### src/rtl/qch_pkg.sv
// Q-channel shared types and constants, also used by the controller for debug decode.
package qch_pkg;

  typedef enum logic [1:0] {
    QCH_RUN     = 2'd0,
    QCH_FLUSH   = 2'd1,
    QCH_STOPPED = 2'd2,
    QCH_DENIED  = 2'd3
  } qch_state_e;

  localparam int unsigned QCH_SYNC_MIN = 2;

endpackage

### src/rtl/qch_sync.sv
// N-flop single-bit synchronizer with synchronous active-low reset to a chosen value.
module qch_sync #(
  parameter int unsigned STAGES    = 2,
  parameter logic        RESET_VAL = 1'b1
) (
  input  logic clk,
  input  logic reset,
  input  logic d,
  output logic q
);

  logic [STAGES-1:0] sync_q;

  // Shift the asynchronous input through the flop chain.
  always_ff @(posedge clk) begin
    if (!reset) begin
      sync_q <= {STAGES{RESET_VAL}};
    end else begin
      sync_q <= {sync_q[STAGES-2:0], d};
    end
  end

  assign q = sync_q[STAGES-1];

endmodule

### src/rtl/qch_device_responder.sv
// Device-side Q-channel responder: syncs qreqn, flushes local logic, then accepts or denies.
module qch_device_responder
  import qch_pkg::*;
#(
  parameter int unsigned SYNC_STAGES   = 2,
  parameter int unsigned FLUSH_TIMEOUT = 64
) (
  input  logic       clk,
  input  logic       reset,
  input  logic       qreqn_i,
  output logic       qacceptn_o,
  output logic       qdenyn_o,
  output logic       qactive_o,
  input  logic       if_wakeup_i,
  input  logic       busy_i,
  output logic       flush_o,
  input  logic       flush_done_i,
  output logic       dev_stopped_o,
  output logic [1:0] state_o
);

  localparam int unsigned CNT_W = (FLUSH_TIMEOUT == 0) ? 1 : $clog2(FLUSH_TIMEOUT + 1);
  localparam bit          TIMEOUT_EN = (FLUSH_TIMEOUT != 0);
  localparam logic [CNT_W-1:0] CNT_LAST = TIMEOUT_EN ? CNT_W'(FLUSH_TIMEOUT - 1) : '0;
  localparam logic [CNT_W-1:0] CNT_MAX  = '1;

  if (SYNC_STAGES < QCH_SYNC_MIN) begin : g_sync_too_short
    $error("qch_device_responder: SYNC_STAGES must be at least 2");
  end

  logic             qreqn_s;
  qch_state_e       state_q;
  qch_state_e       state_nxt;
  logic [CNT_W-1:0] cnt_q;

  qch_sync #(
    .STAGES    (SYNC_STAGES),
    .RESET_VAL (1'b1)
  ) u_sync (
    .clk   (clk),
    .reset (reset),
    .d     (qreqn_i),
    .q     (qreqn_s)
  );

  // Next-state decode; done beats timeout, qreqn rising in FLUSH is ignored.
  always_comb begin
    state_nxt = state_q;
    unique case (state_q)
      QCH_RUN: begin
        if (!qreqn_s) begin
          state_nxt = (busy_i || if_wakeup_i) ? QCH_DENIED : QCH_FLUSH;
        end
      end
      QCH_FLUSH: begin
        if (flush_done_i) begin
          state_nxt = QCH_STOPPED;
        end else if (TIMEOUT_EN && (cnt_q == CNT_LAST)) begin
          state_nxt = QCH_DENIED;
        end
      end
      QCH_STOPPED: begin
        if (qreqn_s) state_nxt = QCH_RUN;
      end
      QCH_DENIED: begin
        if (qreqn_s) state_nxt = QCH_RUN;
      end
      default: state_nxt = QCH_RUN;
    endcase
  end

  // State, saturating flush timer and registered outputs derived from the next state.
  always_ff @(posedge clk) begin
    if (!reset) begin
      state_q       <= QCH_RUN;
      cnt_q         <= '0;
      qacceptn_o    <= 1'b1;
      qdenyn_o      <= 1'b1;
      qactive_o     <= 1'b0;
      flush_o       <= 1'b0;
      dev_stopped_o <= 1'b0;
    end else begin
      state_q <= state_nxt;
      if (state_q == QCH_RUN) begin
        cnt_q <= '0;
      end else if ((state_q == QCH_FLUSH) && (cnt_q != CNT_MAX)) begin
        cnt_q <= cnt_q + CNT_W'(1);
      end
      qacceptn_o    <= (state_nxt != QCH_STOPPED);
      qdenyn_o      <= (state_nxt != QCH_DENIED);
      qactive_o     <= if_wakeup_i || busy_i || (state_nxt == QCH_DENIED);
      flush_o       <= (state_nxt == QCH_FLUSH);
      dev_stopped_o <= (state_nxt == QCH_STOPPED);
    end
  end

  assign state_o = state_q;

endmodule

### config.mk
export PLATFORM = sky130hd
export DESIGN_NAME = qch_device_responder
export DESIGN_NICKNAME = d
export VERILOG_FILES = /design/src/rtl/qch_pkg.sv /design/src/rtl/qch_sync.sv /design/src/rtl/qch_device_responder.sv
export SDC_FILE = /design/constraint.sdc
export NUM_CORES = 1
export LEC_CHECK = 0
export CAP_MARGIN = 15
export CORE_MARGIN = 2
export CORE_UTILIZATION = 47
export CTS_BUF_LIST = sky130_fd_sc_hd__clkbuf_16
export CTS_CLUSTER_DIAMETER = 50
export CTS_CLUSTER_SIZE = 24
export DETAILED_ROUTE_END_ITERATION = 16
export HOLD_SLACK_MARGIN = 0.15
export PLACE_DENSITY_LB_ADDON = 0.12
export SETUP_SLACK_MARGIN = 0.1
export SLEW_MARGIN = 40
export SYNTH_ARGS = -nofsm -noshare
export SYNTH_HDL_FRONTEND = slang
export SYNTH_SLANG_ARGS = --single-unit
### constraint.sdc
create_clock -name clk -period 1.6 [get_ports clk]
set_input_delay 0.4 -clock clk [delete_from_list [all_inputs] [get_ports clk]]
set_output_delay 0.4 -clock clk [all_outputs]
set_load 0.05 [all_outputs]
==> impl_metrics.env <==
export IMPL_hold_path_class="register to register"
export IMPL_syn_inst=66
export IMPL_fin_crit_sh_pct=84.77
export IMPL_pwr_share_seq_pct=41.6
export IMPL_grt_pass1_wl_um=1856
export IMPL_fillerInstances=98
export IMPL_crit_buf_inv=0
export IMPL_combPwrFrac_pct=11.8
export IMPL_path_class="register to register"
export IMPL_postLayoutCoreUtil_pct=70.98
export IMPL_wl_um=1137
export IMPL_tns_ns=0
export IMPL_wirelength_met1_um=518
export IMPL_ant_nets=0
export IMPL_avgViaCountPerCell=5.118
export IMPL_drc=0
export IMPL_leakage_nw=0.3844
export IMPL_synth_cell_types=27
export IMPL_crit_family="simple AND/OR/NAND/NOR gates"
export IMPL_dpl_hpwl_um=862.4
export IMPL_h_tree_depth=1
export IMPL_ir_drop_uv=710.9
export IMPL_n_antenna_cell=0
export IMPL_area_growth_pct=43.79
export IMPL_drt_pass1_iterations=4
export IMPL_yosysSeqAreaShare_pct=50.49
export IMPL_slew_headroom_pct=79.30
export IMPL_worst_pin_slew_ns=0.3104
export IMPL_vias=522
export IMPL_ys_warn_count=0
export IMPL_grt_pass1_vias=460
export IMPL_finalPower_mw=1.021
export IMPL_finish_net_count=95
export IMPL_io_buffers=12
export IMPL_placed_area_um2=833.3
export IMPL_grt_ovfl_total=0
export IMPL_critPathMaxFanout=6
export IMPL_ctsResizeCount=0
export IMPL_preCtsSetupSlack_ns=0.01132
export IMPL_worstSetupEndpointType="register"
export IMPL_routed_wl_met2_um=541
export IMPL_ys_ff_latch=16
export IMPL_outcome="complete, no violations"
export IMPL_antenna_found_initial=0
export IMPL_root_buffer="clkbuf_16"
export IMPL_top_layer_used="met4"
export IMPL_cts_tree="yes"
export IMPL_grt_usage_pct=17.67
export IMPL_crit_chain="nand4_2 > nor3b_1 > o22ai_1 > or2_1"
export IMPL_pwr_share_clk_pct=46.7
export IMPL_io_pins=13
export IMPL_drtIter0Drc=4
export IMPL_clk_latency_ns=0.24
export IMPL_min_period_ns=1.356
export IMPL_die_h_um=40.74
export IMPL_gp_congestion=0.7480
export IMPL_p_int_mw=0.8008
export IMPL_die_x_um=40.74
export IMPL_fmax_ghz=0.7373
export IMPL_core_region_area_um2=1285
export IMPL_slew_violations=0
export IMPL_worst_clock_skew_ns=0.001848
export IMPL_startpoint_type="register"
export IMPL_p_switching_mw=0.2199
export IMPL_mappedNetlistNets=73
export IMPL_cp_data_required_time_ns=1.73
export IMPL_drv_cap=0
export IMPL_clkTransAtPathRegs_ns=0.05
export IMPL_fin_ws_ns=0.2436
export IMPL_cts_hold_buf=0
export IMPL_cp_slowest_stage_delay_ns=0.40
export IMPL_grt_max_degree=10
export IMPL_arrival_ns=1.49
export IMPL_rsz0062_at_grt="no"
export IMPL_stdcell_area_um2=912.1
export IMPL_syn_cell_area_um2=634.4
export IMPL_syn_avg_cell_area_um2=9.611
export IMPL_rows=13
export IMPL_switching_share_pct=21.55
export IMPL_dieArea_um2=1660
export IMPL_cts_buffers=3
export IMPL_p_per_area_nw_per_um2=1119
export IMPL_cp_slowest_cell="dfxtp_1"
export IMPL_cts_buffer_depth=2
export IMPL_hold_violations=0
export IMPL_clock_sinks=16
export IMPL_start_util_pct=49.37
export IMPL_routedWlPerCell_um=11.15
export IMPL_finalSetupViolCount=0
export IMPL_cts_setup_buffers=0
export IMPL_final_layout_size_suffix_gt1_share_pct=25.29
export IMPL_wl_met3_um=51
## power by group through the flow
stage	Combinational (mW)	Clock [mW]	Sequential, mW
6_report	0.120	0.476	0.424
3_5_place_dp	0.121	0	0.432
4_1_cts	0.121	0.485	0.425
2_1_floorplan	0.0301	0	0.462
5_1_grt	0.128	0.504	0.426
3_3_place_gp	0.120	0	0.432
## cell usage after synthesis
master,instances,area share (%)
a22o_1,1,1.4
a21oi_1,1,0.79
or3_1,1,0.99
or2_1,1,0.99
nor2b_1,2,2.0
o21ai_0,6,4.7
o21ai_2,1,1.4
ha_1,1,2.0
nor2_1,9,5.3
o21ba_2,1,1.6
nand2_1,2,1.2
nand2b_1,3,3.0
and3b_2,1,1.6
dfxtp_1,16,50
o21ai_1,1,0.79
xor2_1,2,2.8
inv_1,4,2.4
o22ai_1,1,0.99
nand3_1,1,0.79
o211ai_1,2,2.4
nand4_2,1,2.0
and3_1,2,2.0
mux2i_1,2,3.2
nor2b_4,1,2.2
nor3_1,1,0.79
nor3b_1,1,1.2
o311ai_1,1,1.4
## final timing paths
kind | endpoint | slack, ns | from | cells after the start
worst max register to register | qdenyn_o | 0.24 | cnt_q[3] | 4
worst max-delay path | qdenyn_o | 0.24 | cnt_q[3] | 4
worst min-delay path | u_sync.sync_q[1] | 0.43 | u_sync.sync_q[0] | 1
worst min register to register | u_sync.sync_q[1] | 0.43 | u_sync.sync_q[0] | 1
## per-stage QoR
stage	hold WS [ns]	cells
6_report	0.4324	102
5_1_grt	0.4489	102
4_1_cts	0.4402	102
3_5_place_dp	0.4249	98
3_3_place_gp	0.3950	98
2_1_floorplan	0.3863	66
## final cells by class
| cell class | instances | area, um2 | share of cell area (%) |
|---|---|---|---|
| sequential | 16 | 322.8 | 35.39 |
| multi-input combinational | 46 | 299.0 | 32.78 |
| timing repair buffer | 17 | 177.7 | 19.48 |
| clock buffer | 3 | 75.07 | 8.230 |
| tap | 15 | 18.77 | 2.058 |
| inverter | 4 | 15.01 | 1.646 |
| clock inverter | 1 | 3.754 | 0.4115 |
## cell families (layout without fill, tap and decap cells)
logic type	after synthesis	after routing	synth area share, %
XOR/XNOR	2	2	2.762
AND/OR/NAND/NOR	26	26	23.87
flip-flops	16	16	50.49
multiplexers	2	2	3.156
adder cells (fa/ha/maj)	1	1	1.972
buffers and inverters	4	25	2.366
AO/OA/AOI/OAI	15	15	15.38
## per-layer routing
metal / up-vias / global-route usage, %
met3: 4 / 6.522
li1: 272 / -
met1: 236 / 20.79
met4: 0 / 10.00
met5: - / 0
met2: 10 / 27.38
## registers in the layout, summed over array words and instances (netlist names)
name / count
cnt_q: 7
flush_o: 1
state_o: 2
qdenyn_o: 1
dev_stopped_o: 1
qacceptn_o: 1
qactive_o: 1
u_sync.sync_q: 2
## worst reg2reg max path, stage by stage (launching register included)
cell and delay (ns):
dfxtp_1 0.40, nand4_2 0.20, nor3b_1 0.25, o22ai_1 0.17
or2_1 0.23
## layout by cell type, fill, tap and decap left out
cell type	netlist	routed
clkbuf_16	0	3
o21ai_1	1	1
o311ai_1	1	1
o22ai_1	1	1
nand4_2	1	1
buf_12	0	3
nor2b_4	1	1
xor2_1	2	2
clkinv_1	0	1
mux2i_1	2	2
and3_1	2	2
ha_1	1	1
o21ba_2	1	1
dfxtp_1	16	14
nor2_1	9	9
or3_1	1	1
o21ai_2	1	1
nand2b_1	3	3
nand3_1	1	1
or2_1	1	1
nor3b_1	1	1
buf_4	0	9
nand2_1	2	2
a22o_1	1	1
a21oi_1	1	1
o211ai_1	2	2
o21ai_0	6	6
inv_1	4	4
clkdlybuf4s50_1	0	5
and3b_2	1	1
nor2b_1	2	2
dfxtp_2	0	2
nor3_1	1	1
No activity file was read; power rests on OpenSTA's default activity.
